`config.mk`:
```
export PLATFORM = sky130hd
export DESIGN_NAME = switch_debounce8
export DESIGN_NICKNAME = d
export VERILOG_FILES = /design/src/rtl/switch_debounce8_pkg.sv /design/src/rtl/switch_debounce8_ch.sv /design/src/rtl/switch_debounce8.sv
export SDC_FILE = /design/constraint.sdc
export NUM_CORES = 1
export LEC_CHECK = 0
export ABC_AREA = 1
export BUFFER_PORTS_ARGS = -buffer_cell sky130_fd_sc_hd__buf_4
export CORE_MARGIN = 4
export CORE_UTILIZATION = 45
export DETAILED_ROUTE_END_ITERATION = 6
export SYNTH_ARGS = -nofsm -noshare
export SYNTH_HDL_FRONTEND = slang
export SYNTH_SLANG_ARGS = --single-unit
export TNS_END_PERCENT = 5
```
`constraint.sdc`:
```
create_clock -name clk -period 1.4 [get_ports clk]
set_input_delay 0 -clock clk [delete_from_list [all_inputs] [get_ports clk]]
set_output_delay 0 -clock clk [all_outputs]
set_load 0.1 [all_outputs]
```
`src/rtl/switch_debounce8_pkg.sv`:
```
// ============================================================================
// switch_debounce8_pkg : shared constants for the 8-channel switch debouncer
// Rev 1.0
// ============================================================================
`default_nettype none

package switch_debounce8_pkg;

    localparam int   DB_CYCLES_DEFAULT = 1_000_000;
    localparam int   DB_CYCLES_SIM     = 4;
    localparam logic SW_IDLE           = 1'b1;
    localparam int   N_SW              = 8;

endpackage

`default_nettype wire

```
`src/rtl/switch_debounce8_ch.sv`:
```
// ============================================================================
// debounce_ch : one channel - 2-flop sync, qualification counter, level, strobes
// Rev 1.0
// ============================================================================
`default_nettype none

module debounce_ch
    import switch_debounce8_pkg::*;
#(
    parameter int DB_CYCLES = DB_CYCLES_DEFAULT
) (
    input  logic clk,
    input  logic rst_n,
    input  logic raw_n,
    output logic db_n,
    output logic db_n_next,
    output logic fall_p,
    output logic rise_p
);

    localparam int            CW      = $clog2(DB_CYCLES);
    localparam logic [CW-1:0] CNT_MAX = CW'(DB_CYCLES - 1);

    logic          s1_q, s1_d;
    logic          s2_q, s2_d;
    logic [CW-1:0] cnt_q, cnt_d;
    logic          db_q, db_d;
    logic          fall_q, fall_d;
    logic          rise_q, rise_d;

    always_comb begin
        s1_d   = raw_n;
        s2_d   = s1_q;
        cnt_d  = '0;
        db_d   = db_q;
        fall_d = 1'b0;
        rise_d = 1'b0;
        // Any sample matching the accepted level drops the count back to zero.
        if (s2_q != db_q) begin
            if (cnt_q == CNT_MAX) begin
                db_d   = s2_q;
                fall_d = ~s2_q;
                rise_d = s2_q;
            end else begin
                cnt_d = cnt_q + CW'(1);
            end
        end
    end

    always_ff @(posedge clk) begin
        if (!rst_n) begin
            s1_q   <= SW_IDLE;
            s2_q   <= SW_IDLE;
            cnt_q  <= '0;
            db_q   <= SW_IDLE;
            fall_q <= 1'b0;
            rise_q <= 1'b0;
        end else begin
            s1_q   <= s1_d;
            s2_q   <= s2_d;
            cnt_q  <= cnt_d;
            db_q   <= db_d;
            fall_q <= fall_d;
            rise_q <= rise_d;
        end
    end

    assign db_n      = db_q;
    assign db_n_next = db_d;
    assign fall_p    = fall_q;
    assign rise_p    = rise_q;

endmodule

`default_nettype wire

```
`src/rtl/switch_debounce8.sv`:
```
// ============================================================================
// switch_debounce8 : N independent debounced active-low channels + activity flag
// Rev 1.0
// ============================================================================
`default_nettype none

module switch_debounce8
    import switch_debounce8_pkg::*;
#(
    parameter int N         = N_SW,
    parameter int DB_CYCLES = DB_CYCLES_DEFAULT
) (
    input  logic         clk,
    input  logic         rst_n,
    input  logic [N-1:0] raw_n,
    output logic [N-1:0] db_n,
    output logic [N-1:0] fall_p,
    output logic [N-1:0] rise_p,
    output logic         any_act
);

    logic [N-1:0] db_n_next;
    logic         any_act_q, any_act_d;

    generate
        for (genvar i = 0; i < N; i++) begin : g_ch
            debounce_ch #(
                .DB_CYCLES (DB_CYCLES)
            ) u_ch (
                .clk       (clk),
                .rst_n     (rst_n),
                .raw_n     (raw_n[i]),
                .db_n      (db_n[i]),
                .db_n_next (db_n_next[i]),
                .fall_p    (fall_p[i]),
                .rise_p    (rise_p[i])
            );
        end
    endgenerate

    // Built from the next-state levels so the flag changes on the same edge as db_n.
    always_comb begin
        any_act_d = ~&db_n_next;
    end

    always_ff @(posedge clk) begin
        if (!rst_n) begin
            any_act_q <= 1'b0;
        end else begin
            any_act_q <= any_act_d;
        end
    end

    assign any_act = any_act_q;

endmodule

`default_nettype wire

```
=== Yosys cells after proc, flatten, opt, wreduce, memory -nomap -nowiden ===
Index checks and enable logic that the tools add are counted.
W data, S select, Z words.

* Memories kept: 0
* Output and inout bits: 25
* ROM bits: 0
* Register bits after elaboration: 201
* Latch bits: 0
* Input port bits: 10
* Word-level logic and storage cells: 124
* Memory bits (writable): 0

* Shift operators: 0
* Magnitude comparators: 0
* $add $sub $neg: 8
* Bitwise operators: 17
* Eq/ne operators: 16
* Multiply operators: 0
* Reduce and logical (&&, ||, !) cells: 18
* Div/mod/pow operators: 0
* Mux-type cells: 16

{| class="wikitable"
|+ Operators by type and width
! operator !! number
|-
| $add A20 B1 Y20 const B || 8
|-
| $eq A20 B20 Y1 const B || 8
|-
| $reduce_and A3 Y1 || 8
|-
| $reduce_or A3 Y1 || 8
|-
| $not A1 Y1 || 17
|-
| $mux W1 || 16
|-
| $ne A1 B1 Y1 || 8
|-
| $reduce_and A8 Y1 || 1
|-
| $logic_not A1 Y1 || 1
|}

=== Longest topological paths before layout ===
Gate-level depths: netlist of run 1.

* Depth after elaboration: 5
* Gate-level depth with buffers: 12

=== By module ===
From an unflattened synthesis of run 1, not the netlist that was laid out.

* Cells, all modules: 1,409
* Area total of the unflattened synthesis: 10,050.9 µm²

{| class="wikitable"
|+ By module, submodules not included
! module !! area an instance (µm²) !! cells each !! instances
|-
| debounce_ch || 1,249.9 || 175 || 8
|-
| switch_debounce8 || 51.3 || 9 || 1
|}

=== Worst setup path after synthesis of run 1 ===
OpenSTA, ideal clock, no wires.

* Path kind: register to register
* From: register g_ch[3].u_ch.cnt_q[0]
* To: register g_ch[3].u_ch.cnt_q[17]
* Clock period less this slack: 1,535 ps
* Stages on the path, launching flop included: 8
* Required time: 1,285 ps
* Library setup time: 115 ps
* Setup slack: -135 ps
* Arrival: 1,420 ps
* Buffers on the path: 1
* Cell sequence: dfxtp_1 > ha_1 > nand3_2 > nor2_1 > nand3_1 > nand2_1 > buf_4 > nor2_1

* Word-level cells in the longest chain between the ends: 2

{| class="wikitable"
|+ Ends and longest elaborated chain
! element !! line !! source
|-
| from (decl) || switch_debounce8_ch.sv:26 || <nowiki>logic [CW-1:0] cnt_q, cnt_d;</nowiki>
|-
| from (signal assigned) || switch_debounce8_ch.sv:61 || <nowiki>cnt_q <= cnt_d;</nowiki>
|-
| parallel branches: the longest is 2 deep, another holds $add A20 B1 Y20 || - ||
|}

Several ways; the timed one is not identified.
A chain may end at the register's enable or synchronous reset.

=== Worst setup path in the final report of run 1 ===
* From: register g_ch[5].u_ch.cnt_q[0]
* To: register any_act_q, in the netlist any_act

* Word-level cells in the longest chain between the ends: 5

{| class="wikitable"
|+ Ends and longest elaborated chain
! element !! line !! source
|-
| from (decl) || switch_debounce8_ch.sv:26 ||
|-
| from (signal assigned) || switch_debounce8_ch.sv:61 ||
|-
| $eq A20 B20 Y1 || switch_debounce8_ch.sv:40 || <nowiki>if (cnt_q == CNT_MAX) begin</nowiki>
|-
| $mux W1 || switch_debounce8_ch.sv:40 ||
|-
| $mux W1 || switch_debounce8_ch.sv:39 || <nowiki>if (s2_q != db_q) begin</nowiki>
|-
| $reduce_and A8 Y1 || switch_debounce8.sv:43 || <nowiki>any_act_d = ~&db_n_next;</nowiki>
|-
| $logic_not A1 Y1 || switch_debounce8.sv:43 ||
|-
| to (signal assigned) || switch_debounce8.sv:50 || <nowiki>any_act_q <= any_act_d;</nowiki>
|-
| to (decl) || switch_debounce8.sv:23 || <nowiki>logic any_act_q, any_act_d;</nowiki>
|}

No other way between the ends.

==> results of run 1 <==
power breakdown:
group / total [uW] / internal, uW / switching, uW
logic: 242 / 117 / 124
registers: 5760 / 5740 / 16.4
clock network: 6630 / 4260 / 2370
total: 12600 / 10100 / 2510
layer usage:
metal / GRT usage / vias up
li1: - / 4795
met1: 0.264 / 4150
met2: 0.322 / 118
met3: 0.0293 / 39
met4: 0.0432 / 0
met5: 0 / -
area by class of cell:
cell class,count,share of cell area
clock buffer,26,0.0450
clock inverter,15,0.0166
inverter,182,0.0511
multi-input combinational,868,0.377
sequential,201,0.296
tap,270,0.0246
timing repair buffer,335,0.189
cells by family after synthesis:
logic type | after synthesis
and+or+nand+nor | 692
xor gates and xnor gates | 38
adders and majority gates | 8
buffers and inverters | 221
AOI/OAI and AO/OA | 130
DFF | 201
critical path, delay by kind of cell (launching register included):
family	cells	cell delay, ns
flip-flops	1	0.35
buffers and inverters	2	0.20
AND/OR/NAND/NOR	10	0.77
adder cells (fa/ha/maj)	1	0.14
registers in the layout, indices dropped and copies added, names as in the netlist:
name	flops
g_ch.u_ch.cnt_q	160
g_ch.u_ch.db_n	8
g_ch.u_ch.fall_p	8
g_ch.u_ch.s2_q	8
any_act	1
g_ch.u_ch.rise_p	8
g_ch.u_ch.s1_q	8
how the worst max path moves through the flow:
stage | to | slack [ns]
3_5_place_dp | g_ch[2].u_ch.cnt_q[10] | -0.34
6_report | any_act | -0.17
5_1_grt | any_act | -0.29
2_1_floorplan | g_ch[0].u_ch.cnt_q[14] | -0.04
3_3_place_gp | g_ch[2].u_ch.cnt_q[10] | -0.32
4_1_cts | g_ch[5].u_ch.cnt_q[14] | -0.14
through the flow:
stage                     setup TNS [ns]   util  instances  total power [uW]
after floorplan                   -0.825      -       1290              5990
after global placement            -14.54  0.578       1822              6080
after detailed placement          -18.62  0.578       1822              6080
after CTS                          -5.81  0.652       1894             12800
after global routing              -15.68  0.676       1897             13100
final                              -4.98  0.676       1897             12600
cells in the final DEF, fill, tap and decap left out, types with 6 or more instances in the layout:
| cell type | n |
|---|---|
| o21a_1 | 9 |
| inv_1 | 163 |
| clkbuf_16 | 23 |
| ha_4 | 7 |
| o21ai_1 | 11 |
| dlygate4sd3_1 | 9 |
| nand3_2 | 16 |
| nor2_1 | 163 |
| bufinv_16 | 6 |
| buf_4 | 311 |
| clkinv_2 | 8 |
| a21oi_2 | 9 |
| o21ai_0 | 18 |
| xor2_1 | 26 |
| buf_6 | 15 |
| nor2_4 | 24 |
| nor3_1 | 47 |
| nand2_1 | 196 |
| nor4_1 | 7 |
| nor4_2 | 7 |
| nand3_1 | 47 |
| inv_2 | 14 |
| a21oi_1 | 64 |
| dfxtp_2 | 23 |
| nor3_4 | 7 |
| and3_1 | 6 |
| nand2_2 | 20 |
| nand3_4 | 8 |
| xnor2_1 | 12 |
| or2_2 | 22 |
| nor3_2 | 26 |
| nor2_2 | 32 |
| dfxtp_1 | 174 |
| nand4_1 | 44 |
timing repair:
| action | CTS | global route |
|---|---|---|
| pin swaps | 28 | 35 |
| hold buffers | 9 | 0 |
| endpoints found under the hold margin | 16 | 0 |
| setup buffers | 22 | 3 |
| cloned | 0 | 0 |
| gates resized for setup | 120 | 124 |
| setup endpoints to repair | 162 | 171 |
==> results.cfg, run 1 <==
[status]
outcome = finished, violations left
violations = setup timing

[floorplan]
die_h_um = 152
initial_core_util = 0.460
die-width_um = 152
core_area_sq_um = 20300
io_pins = 35
die_area_sq_um = 23100
rows = 52

[sta]
finalClockSkew_ns = 0.0115
slew_headroom = 0.682
period_needed_ns = 1.57
fin_crit_sh = 1.12
tightest_slew_ns = 0.474
final-setup-viol-count = 76
hold_viol = 0
rsz0062_at_grt = true
timing.fmax_mhz = 635
timing.hold.ws_ns = 0.228
layout_setup_ws_ns = -0.174
drv_slew = 0

[synthesis]
muxShareOfSynthArea = 0
synthDistinctLibCells = 39
synth_top_family_by_area = simple AND/OR/NAND/NOR gates
yosysTopAreaCell = dfxtp_1
synth_edf_count = 0
synth.area.top_cells = dfxtp_1 (43%), nand2_1 (8.7%), nor2_1 (8.2%)
syn_avg_cell_area_sq_um = 7.24
synth_top_area_frac = 0.431
synth_nets = 1308
synth-adder-area-share = 0.0107
yosys.area_share.simple = 0.346
synth-seq-cells = 201
yosysMostFrequentCell = nand2_1
syn_inst = 1290
synthTopCellsByCount = nand2_1 (217), nor2_1 (203), dfxtp_1 (201), inv_1 (176), a21oi_1 (73)
yosysWarnings = 0
ys_seq_area_frac = 0.431
async_flop_share = 0
syn_area_sq_um = 9350
synth_xor_area_frac = 0.0356
ys.flop_type = dfxtp_1
synth-compound-area-share = 0.0754

[placed_design]
io_buffers = 34
pre_cts_slack_ns = -0.342
placed_area_sq_um = 11700
hpwl_um = 15900
place_congestion = 0.870

[grt]
grt_use_total = 0.192
antenna_found_initial = 0
grt_max_degree = 17
grt_pass1_wl_um = 39300
overflow = 0
grt_pass1_vias = 8784

[job]
drv_cap = 0

[routing]
drc = 0
vias = 9102
wirelength_um = 23100
drt-initial-drc-count = 371
viasPerCell = 4.80
route.met2.wl_um = 11000
drt-wirelength-per-cell_um = 12.2
routed.top_layer = met4
drt-met1-wl_um = 10800
wl_met3_um = 872
first_pass_iters = 5
drtAntennaViolNets = 0

[critical_path]
regToRegStartpoint = g_ch[5].u_ch.cnt_q[0]
reg2reg_depth = 13
rr_endpoint = any_act
critPathSlowestCell = dfxtp_2
cp_common_cell = nor2_1
required_ns = 1.79
cp-startpoint = g_ch[5].u_ch.cnt_q[0]
worst_setup_path_end_kind = register
crit_chain = ha_4 -> nand2_2 -> inv_2 -> nand2_4 -> buf_6 -> nor2_4 -> nand3_2 -> nand2_1 -> nand2_2 -> nor2_1 -> nand2_1 -> nor2_1 -> nor2_1
cp_data_arrival_time_ns = 1.97
crit_type = register to register
cp-start-kind = register
reg2reg_slack_ns = -0.17
cp_slowest_stage_delay_ns = 0.35
path_max_fanout = 3

[cells_and_area]
nFillCells = 1704
antenna_cells = 0
multi_input_area_sq_um = 5180
layout.nets = 1629
syn_to_final_growth_pct = 46.8
finalInstanceArea_sq_um = 13700
layout-drive-gt1-share = 0.374
regArea_sq_um = 4070

[hold_path]
hold_path_class = primary input to register
holdPathStages = 3
worstHoldEndpoint = g_ch[7].u_ch.s1_q
hold_start = raw_n[7]

[clocking]
clockBufferDepth = 3
clkSinkCount = 201
cts_made_buffers = 23
root_buffer = clkbuf_16
cts_tree = built
insertion_delay_ns = 0.50
h-tree-depth = 1
clk_pin_slew_ns = 0.06

[power]
power.density_nw_per_um2 = 920
peakVddDrop_v = 0.00101
leakagePower_uw = 0.00560
Note: power is estimated with default switching activity, not from simulation.
==> run 2: changes to the inputs <==
--- a/config.mk
+++ b/config.mk
@@ -9,6 +9,8 @@
 export BUFFER_PORTS_ARGS = -buffer_cell sky130_fd_sc_hd__buf_4
 export CORE_MARGIN = 4
 export CORE_UTILIZATION = 45
+export CTS_BUF_LIST = sky130_fd_sc_hd__clkbuf_8
+export CTS_CLUSTER_SIZE = 20
 export DETAILED_ROUTE_END_ITERATION = 6
 export SYNTH_ARGS = -nofsm -noshare
 export SYNTH_HDL_FRONTEND = slang
==> constraint.sdc (replaced) <==
create_clock -name clk -period 1.7 [get_ports clk]
set_input_delay 0 -clock clk [delete_from_list [all_inputs] [get_ports clk]]
set_output_delay 0 -clock clk [all_outputs]
set_load 0.1 [all_outputs]
==> run 2 against run 1 <==
Against the previous run:
- the flow now finishes without violations
- non-clock buffer count is 239 lower
- wire length down 16%
- clock power decreased by 35%
- core utilization decreased by 13 points
- global-route usage is 2.9 points lower
- cell count decreased by 12%
- sequential power is 18% lower
- combinational power shrank 35%
- first-iteration DRC count is 15% lower
- sequential share of layout area grew 7.0 points
- worst setup slack improved by 0.23 ns
- register-to-register slack improved by 0.23 ns
- largest power group is now registers
- highest routed layer unchanged
==> results.cfg, run 2 (synthesis results as in run 1) <==
[sta]
final-setup-viol-count = 0
fin_crit_sh = 0.965
slew_headroom = 0.673
timing.fmax_mhz = 609
rsz0062_at_grt = true
finalClockSkew_ns = 0.0278
hold_viol = 0
period_needed_ns = 1.64
drv_slew = 0
timing.setup.tns_ns = 0
layout_setup_ws_ns = 0.0588
tightest_slew_ns = 0.486

[grt]
grt_max_degree = 16
antenna_found_initial = 0
grt_pass1_wl_um = 32900
grt_pass1_vias = 7277
grt_use_total = 0.163
overflow = 0

[routing]
drt-initial-drc-count = 317
drc = 0
drt-wirelength-per-cell_um = 11.6
drtAntennaViolNets = 0
viasPerCell = 4.81
vias = 8056
wirelength_um = 19500
first_pass_iters = 5

[cells_and_area]
layout.nets = 1403
finalNonFillerCells = 1676
antenna_cells = 0
largest_register = g_ch.u_ch.cnt_q
final_cell_mix = nand2_1 (214), dfxtp_1 (196), nor2_1 (192), inv_1 (184), buf_4 (84)
layout-drive-gt1-share = 0.169
largest_register_ffs = 160
syn_to_final_growth_pct = 17.8
layout.cells.most_common = nand2_1
nFillCells = 2047
finalInstanceArea_sq_um = 11000

[clocking]
clk_pin_slew_ns = 0.06
h-tree-depth = 2
insertion_delay_ns = 0.51
clkSinkCount = 201
cts_made_buffers = 36
post_cts_buffers = 0
clockBufferDepth = 3
root_buffer = clkbuf_8
cts_tree = built

[hold_path]
hold_path_class = primary input to register

[placed_design]
pre_cts_slack_ns = 0.0387
hpwl_um = 14200
placed_area_sq_um = 10100
place_congestion = 0.844
io_buffers = 34
dp_cells = 1607

[power]
peakVddDrop_v = 0.000522
power.density_nw_per_um2 = 836
leakagePower_uw = 0.00423

[floorplan]
io_pins = 35
die_area_sq_um = 23100
rows = 52
die-width_um = 152
core_area_sq_um = 20300
initial_core_util = 0.460
die_h_um = 152

[status]
outcome = completed

[critical_path]
required_ns = 2.06
cp-start-kind = register
worst_setup_path_end_kind = register
path_max_fanout = 4
crit_type = register to register
critPathSlowestCell = nor4_1
cp_data_arrival_time_ns = 2.00
crit_chain = inv_1 -> nand2_1 -> nor3_1 -> buf_4 -> nand4_1 -> nor4_1
cp_slowest_stage_delay_ns = 0.39

[job]
drv_cap = 0
run 2: cell types whose count changed in the layout (fill, tap and decap cells not counted), moves of 20 or more:
| cell | change |
|---|---|
| buf_4 | -227 |
| clkbuf_16 | -23 |
| clkbuf_8 | +43 |
| dfxtp_1 | +22 |
| inv_1 | +21 |
| nor2_1 | +29 |
| nor3_1 | +20 |
run 2: worst paths after layout:
path,startpoint,end,slack (ns),cells past startpoint
max,g_ch[5].u_ch.cnt_q[10],g_ch[5].u_ch.rise_p,0.06,6
min,raw_n[7],g_ch[7].u_ch.s1_q,0.22,3
max reg2reg,g_ch[5].u_ch.cnt_q[10],g_ch[5].u_ch.rise_p,0.06,6
min reg2reg,g_ch[4].u_ch.s1_q,g_ch[4].u_ch.s2_q,0.41,1
run 2: what timing repair did:
| action | in CTS | in global routing |
|---|---|---|
| endpoints found under the hold margin | 20 | 0 |
| resized for setup | 0 | 44 |
| hold buffers | 9 | 0 |
| setup endpoints to repair | 0 | 103 |
run 2: area by class of cell:
type	instances	area, sq um	area share
timing repair buffer	96	757	0.0688
multi-input combinational	868	4510	0.409
clock buffer	46	633	0.0575
sequential	201	4030	0.366
clock inverter	13	55.1	0.00500
tap	270	338	0.0307
inverter	182	686	0.0623
run 2: through the flow:
step                      hold WS (ns)  power, uW  utilization
after floorplan                  0.107       4930            -
after global routing             0.208       9610        0.542
after CTS                        0.184       9380        0.535
final                            0.221       9200        0.542
after global placement           0.188       4990        0.496
after detailed placement         0.190       4990        0.496
run 2: routing by layer:
metal  vias up  track usage  part of all wire
met5         -            0                 0
met4         0       0.0488             0.017
met3        27       0.0327             0.033
met2        91        0.258              0.44
met1      3605        0.226              0.51
li1       4333            -                 -
run 2: where the power goes:
part	internal [uW]	switching, uW	total [uW]
logic	73.4	84.6	158
registers	4740	11.8	4750
clock network	2410	1890	4300
total	7220	1990	9200
run 2: worst max-delay path: cells and delay by family, from the launching register on:
kind | cells | cell delay [ns]
DFF | 1 | 0.34
buffers and inverters | 2 | 0.29
and+or+nand+nor | 4 | 0.86
